File: config.mk
export PLATFORM = sky130hd
export DESIGN_NAME = ddr3_cache_sched
export DESIGN_NICKNAME = d
export VERILOG_FILES = /design/src/rtl/ddr3_cache_sched.sv
export SDC_FILE = /design/constraint.sdc
export NUM_CORES = 1
export LEC_CHECK = 0
export ABC_CLOCK_PERIOD_IN_PS = 3800
export BUFFER_PORTS_ARGS = -buffer_cell sky130_fd_sc_hd__buf_2
export CAP_MARGIN = 20
export CORE_MARGIN = 3
export CORE_UTILIZATION = 52
export DETAILED_ROUTE_END_ITERATION = 10
export PLACE_DENSITY = 0.84
export SLEW_MARGIN = 30
export SYNTH_ARGS = -nofsm -noshare
export SYNTH_HDL_FRONTEND = slang
export SYNTH_SLANG_ARGS = --single-unit
File: constraint.sdc
create_clock -name M_AXI_ACLK -period 3.8 [get_ports M_AXI_ACLK]
set_input_delay 0.19 -clock M_AXI_ACLK [delete_from_list [all_inputs] [get_ports M_AXI_ACLK]]
set_output_delay 0.19 -clock M_AXI_ACLK [all_outputs]
set_load 0.01 [all_outputs]
File: src/rtl/ddr3_cache_sched.sv
// Arbitrates the DDR3 cache burst engine between two rx write-back channels and one tx fetch.
// Each channel owns a ring of frames; reads outside the last C_NUM_FRAMES written are rejected.
module ddr3_cache_sched #(
  parameter int unsigned C_ADDR_WIDTH = 32,
  parameter logic [C_ADDR_WIDTH-1:0] C_BASE_ADDR = '0,
  parameter int unsigned C_BURST_BYTES = 256,
  parameter int unsigned C_WR_BURSTS = 64,
  parameter int unsigned C_NUM_FRAMES = 256,
  parameter int unsigned C_RD_STARVE = 4
) (
  input  logic                    M_AXI_ACLK,
  input  logic                    M_AXI_ARESET,
  input  logic                    init_calib_complete,
  input  logic [1:0]              wr_req,
  output logic [1:0]              wr_done,
  input  logic                    rd_req,
  input  logic                    rd_chan,
  input  logic [15:0]             rd_frame_num,
  input  logic [3:0]              rd_subframe_num,
  output logic                    rd_done,
  output logic                    rd_err,
  input  logic                    start_frame_update,
  input  logic [15:0]             start_frame,
  output logic                    cmd_valid,
  input  logic                    cmd_ready,
  output logic                    cmd_write,
  output logic                    cmd_chan,
  output logic [C_ADDR_WIDTH-1:0] cmd_addr,
  output logic [7:0]              cmd_bursts,
  input  logic                    cmd_done,
  output logic                    busy
);

  localparam int unsigned FrameBytes = C_WR_BURSTS * C_BURST_BYTES;
  localparam int unsigned SubBursts  = C_WR_BURSTS / 16;
  localparam int unsigned FIdxW      = $clog2(C_NUM_FRAMES);
  localparam logic [C_ADDR_WIDTH-1:0] RegionBytes = C_ADDR_WIDTH'(C_NUM_FRAMES * FrameBytes);
  localparam logic [C_ADDR_WIDTH-1:0] FrameBytesA = C_ADDR_WIDTH'(FrameBytes);
  localparam logic [C_ADDR_WIDTH-1:0] SubBytesA   = C_ADDR_WIDTH'(SubBursts * C_BURST_BYTES);

  typedef enum logic [1:0] {StIdle, StIssue, StWait, StDone} state_e;
  state_e state_q, state_d;

  logic [1:0]              wr_armed_q;
  logic                    rd_armed_q;
  logic [15:0]             wr_cnt_q [2];
  logic [7:0]              rd_consec_q;
  logic                    rr_q;  // channel preferred when both writes pend
  logic                    sfu_q, load_pend_q;
  logic [15:0]             load_frame_q;
  logic                    rd_err_q, cmd_write_q, cmd_chan_q;
  logic [C_ADDR_WIDTH-1:0] cmd_addr_q;
  logic [7:0]              cmd_bursts_q;

  logic [1:0]              wr_pend;
  logic                    rd_pend, starve, grant_rd, grant_wr, wr_ch, rd_ok, sfu_edge;
  logic [15:0]             rd_diff, wr_frame;
  logic [C_ADDR_WIDTH-1:0] wr_addr, rd_addr;

  always_comb begin
    wr_pend  = wr_req & wr_armed_q;
    rd_pend  = rd_req & rd_armed_q;
    starve   = (32'(rd_consec_q) >= C_RD_STARVE) && (|wr_pend);
    grant_rd = (state_q == StIdle) && init_calib_complete && rd_pend && !starve;
    grant_wr = (state_q == StIdle) && init_calib_complete && (|wr_pend) && !grant_rd;
    wr_ch    = (&wr_pend) ? rr_q : wr_pend[1];
    sfu_edge = start_frame_update && !sfu_q;
    rd_diff  = wr_cnt_q[rd_chan] - rd_frame_num;
    rd_ok    = (rd_diff != 16'd0) && (32'(rd_diff) <= C_NUM_FRAMES);
    wr_frame = wr_cnt_q[wr_ch];
    wr_addr  = C_BASE_ADDR + (wr_ch ? RegionBytes : '0)
             + C_ADDR_WIDTH'(wr_frame[FIdxW-1:0]) * FrameBytesA;
    rd_addr  = C_BASE_ADDR + (rd_chan ? RegionBytes : '0)
             + C_ADDR_WIDTH'(rd_frame_num[FIdxW-1:0]) * FrameBytesA
             + C_ADDR_WIDTH'(rd_subframe_num) * SubBytesA;
  end

  always_ff @(posedge M_AXI_ACLK) begin
    if (M_AXI_ARESET) state_q <= StIdle;
    else              state_q <= state_d;
  end

  always_comb begin
    state_d = state_q;
    unique case (state_q)
      StIdle: begin
        if (grant_rd)      state_d = rd_ok ? StIssue : StDone;
        else if (grant_wr) state_d = StIssue;
      end
      StIssue: if (cmd_ready) state_d = StWait;
      StWait:  if (cmd_done)  state_d = StDone;
      StDone:  state_d = StIdle;
      default: state_d = StIdle;
    endcase
  end

  always_comb begin
    cmd_valid  = (state_q == StIssue);
    busy       = (state_q != StIdle);
    wr_done    = 2'b00;
    if (state_q == StDone && cmd_write_q) wr_done[cmd_chan_q] = 1'b1;
    rd_done    = (state_q == StDone) && !cmd_write_q;
    rd_err     = rd_done && rd_err_q;
    cmd_write  = cmd_write_q;
    cmd_chan   = cmd_chan_q;
    cmd_addr   = cmd_addr_q;
    cmd_bursts = cmd_bursts_q;
  end

  always_ff @(posedge M_AXI_ACLK) begin
    if (M_AXI_ARESET) begin
      wr_armed_q   <= 2'b11;
      rd_armed_q   <= 1'b1;
      for (int i = 0; i < 2; i++) wr_cnt_q[i] <= 16'd0;
      rd_consec_q  <= 8'd0;
      rr_q         <= 1'b0;
      sfu_q        <= 1'b0;
      load_pend_q  <= 1'b0;
      load_frame_q <= 16'd0;
      rd_err_q     <= 1'b0;
      cmd_write_q  <= 1'b0;
      cmd_chan_q   <= 1'b0;
      cmd_addr_q   <= '0;
      cmd_bursts_q <= 8'd0;
    end else begin
      sfu_q <= start_frame_update;
      for (int i = 0; i < 2; i++) begin
        if (!wr_req[i])                          wr_armed_q[i] <= 1'b1;
        else if (grant_wr && wr_ch == 1'(i))     wr_armed_q[i] <= 1'b0;
      end
      if (!rd_req)       rd_armed_q <= 1'b1;
      else if (grant_rd) rd_armed_q <= 1'b0;

      if (grant_rd) begin
        cmd_write_q <= 1'b0;
        cmd_chan_q  <= rd_chan;
        rd_err_q    <= !rd_ok;
        if (rd_consec_q != 8'hff) rd_consec_q <= rd_consec_q + 8'd1;
        if (rd_ok) begin
          cmd_addr_q   <= rd_addr;
          cmd_bursts_q <= 8'(SubBursts);
        end
      end else if (grant_wr) begin
        cmd_write_q  <= 1'b1;
        cmd_chan_q   <= wr_ch;
        rd_err_q     <= 1'b0;
        rd_consec_q  <= 8'd0;
        rr_q         <= !wr_ch;
        cmd_addr_q   <= wr_addr;
        cmd_bursts_q <= 8'(C_WR_BURSTS);
      end

      // A load that arrived mid-command wins over the completing write's increment.
      if (state_q == StDone) begin
        if (load_pend_q || sfu_edge) begin
          for (int i = 0; i < 2; i++) wr_cnt_q[i] <= sfu_edge ? start_frame : load_frame_q;
          load_pend_q <= 1'b0;
        end else if (cmd_write_q) begin
          wr_cnt_q[cmd_chan_q] <= wr_cnt_q[cmd_chan_q] + 16'd1;
        end
      end else if (sfu_edge) begin
        if (state_q == StIdle) begin
          for (int i = 0; i < 2; i++) wr_cnt_q[i] <= start_frame;
        end else begin
          load_pend_q  <= 1'b1;
          load_frame_q <= start_frame;
        end
      end
    end
  end

endmodule
==> results by group <==
Flow run
  – Max_cap viols: 0

Layout
  – Layout cells sized above 1: 16.2%
  – Layout Cells excl Fill: 875
  – Area Growth Syn to Fin: 10.0%
  – Fin util: 60.0%
  – ANT cells: 0
  – Nets: 808
  – Area of the multi-input gates: 3430 um2
  – Sequential Area: 1980 um2
  – Fillers: 918

Synthesis
  – Synth Flop Type: dfxtp_1
  – Post-synth EDFFs: 32
  – Synth top area share: 17.7%
  – Most numerous cell in the Yosys netlist: nand2_1
  – Synth warnings: 0
  – Area leader, netlist: dfxtp_1
  – Register area share after synthesis: 34.4%
  – Synth Area per Inst: 8.47 um2
  – Post-synth cell types: 62
  – Synth Cell Area: 5760 um2
  – Yosys reg bits: 83
  – Ys async rst share: 0%
  – Mapped Cells: 680
  – Synth area leaders: dfxtp_1, edfxtp_1, nand2_1
  – Most instantiated cells after synthesis: nand2_1, a21oi_1, dfxtp_1

Worst setup path
  – Reg2Reg Depth: 12
  – Crit path required time: 4.08 ns
  – Crit path max-delay family: simple AND/OR/NAND/NOR gates
  – Element type at the critical path start: register
  – Bufs and invs on worst path: 1
  – CP peak stage delay: 0.46 ns
  – Slowest stage cell, crit path: edfxtp_1
  – CP cell instances: mux2_2 > ha_1 > a221o_1 > and2_4 > o211a_1 > or4_1 > a31o_1 > nor4_4 > nand4_4 > buf_4 > nor3b_1 > nor3_1
  – Worst Setup End Kind: register
  – Critical path peak fanout: 16
  – R2r setup slk: 0.21 ns
  – RR Endpoint: cmd_addr[22]
  – Crit path DAT: 3.87 ns
  – RR Startpoint: wr_cnt_q[1][5]
  – CP Class: reg -> reg

Place
  – GP Congestion: 0.893
  – DP Cell Count: 859
  – I/O Buffers: 68
  – Dpl hpwl: 10.4 mm

Routing
  – Iter 0 DRT Violations: 339
  – Drc violations: 0
  – Routed wire length: 13.5 mm
  – Final ANT Viol Nets: 0
  – Wire length per cell: 15.5 um
  – Drt first pass iters: 5
  – Vias/cell: 5.80
  – Vias: 5076

GRT
  – Largest net degree at the start of global routing: 70
  – Number of global-route vias before repair: 4775
  – Initial antenna violation count: 0
  – Gr ovfl total: 0
  – Gr usage total: 21.9%
  – First-pass GRT wire length: 22.8 mm

STA
  – Peak Freq: 279 MHz
  – Setup TNS: 0 ns
  – Final Hold Fails: 0
  – Final setup fails: 0
  – Crit path time final: 3.59 ns
  – RSZ-0062 raised after global routing: no
  – Final worst-path cycle share: 94.4%
  – Max-slew headroom: 46.6%
  – Pins Over Slew Limit: 0
  – Worst Max-Slew Pin Slew: 0.801 ns
  – Clock Skew: 0.00726 ns

Min path
  – Hold path depth: 2
  – Hold path endpoint: wr_armed_q[0]
  – Hold crit path type: in -> reg
  – Hold_sp: wr_req[0]

Clock tree
  – CTS Hold Bufs: 0
  – CTS tree: yes
  – Number of CTS-inserted buffers: 9
  – Htree depth: 3
  – Clk pin slew, worst setup/hold paths: 0.09 ns
  – CTS Buffer Depth: 2
  – Resized cells post-CTS: 0
  – Worst-Skew Late Latency: 0.36 ns
  – Post-CTS Setup Bufs: 0
  – Clk root buf: clkbuf_8
  – TritonCTS Sinks: 83

Floorplan
  – Area of the die: 12400 um2
  – Initial Utilization: 54.6%
  – Core ar.: 10600 um2
  – Total I/O pin count: 94
  – Die Y: 111 um
  – Die width: 111 um
  – FP Rows: 37

Outcome
  – Outcome: finished clean

Power and ir drop
  – P_leak: 2.85 nW
  – Pwr Density: 464 nW/um2
  – Worst vdd ir: 0.388 mV
  – Design Power: 0.00294 W
[layout make-up]
cell class / count / share of cell area, %
tap: 136 / 2.69
sequential: 83 / 31.3
timing repair buffer: 78 / 6.59
clock buffer: 10 / 2.35
clock inverter: 6 / 1.15
inverter: 30 / 1.78
multi-input combinational: 532 / 54.2
[cell usage in the layout, fill, tap and decap left out, drive strengths merged, types with 10 or more instances in the layout]
cell type and n:
nand2 104, buf 78, a21oi 65, dfxtp 51, nor2 42, inv 34, edfxtp 32, a21o 31
mux2i 29, ha 28, conb 25, o21ai 20, nand3 16, xnor2 15, mux2 14, clkbuf 10
and2 10
[state kept, by name, indices dropped and copies added, names as in the netlist, 2 cells and up, named ones only]
name          cells
cmd_bursts        2
state_q           2
wr_armed_q        2
cmd_addr         13
rd_consec_q       8
load_frame_q     16
wr_cnt_q         32
[per-layer routing]
metal / share of wire, % / GRT usage, % / up-vias
met5: 0 / 0 / -
li1: - / - / 2465
met1: 44 / 29.1 / 2381
met4: 1.6 / 5.84 / 0
met2: 48 / 37.0 / 210
met3: 6.1 / 3.49 / 20
[through the flow]
step	setup WS, ns	instance area, um2	hold WS [ns]
2_1_floorplan	0.0809	5850	0.277
3_3_place_gp	0.217	6110	0.404
3_5_place_dp	0.106	6120	0.418
4_1_cts	0.241	6340	0.0339
5_1_grt	0.0244	6340	0.0436
6_report	0.212	6340	0.0525
[where the power goes]
part | total, W | switching, W | internal (W)
Combinational | 0.00107 | 0.000663 | 0.000412
Clock | 0.000701 | 0.000347 | 0.000354
Sequential | 0.00116 | 0.000103 | 0.00106
Total | 0.00294 | 0.00111 | 0.00182
[worst max-delay path by stage]
stage                         startpoint           end  slack [ns]  cells past startpoint
after floorplan                  rd_chan  cmd_addr[18]        0.08                     14
after global placement           rd_chan  cmd_addr[22]        0.22                     13
after detailed placement         rd_chan  cmd_addr[22]        0.11                     13
after CTS                 wr_cnt_q[1][5]  cmd_addr[22]        0.24                     12
after global routing      wr_cnt_q[1][4]  cmd_addr[22]        0.02                     12
final                     wr_cnt_q[1][5]  cmd_addr[22]        0.21                     12
[cells by family (layout without fill, tap and decap cells)]
| logic type | count (synthesis) | count (layout) | share of synthesized area, % |
|---|---|---|---|
| adders and majority gates | 28 | 28 | 6.08 |
| and+or+nand+nor | 245 | 245 | 21.2 |
| muxes | 43 | 43 | 7.78 |
| other | 1 | 25 | 0.0651 |
| DFF | 83 | 83 | 34.4 |
| buffers and inverters | 89 | 124 | 7.60 |
| xor gates and xnor gates | 24 | 24 | 3.65 |
| AOI/OAI and AO/OA | 167 | 167 | 19.2 |
Power figures use the tool's default switching activity.
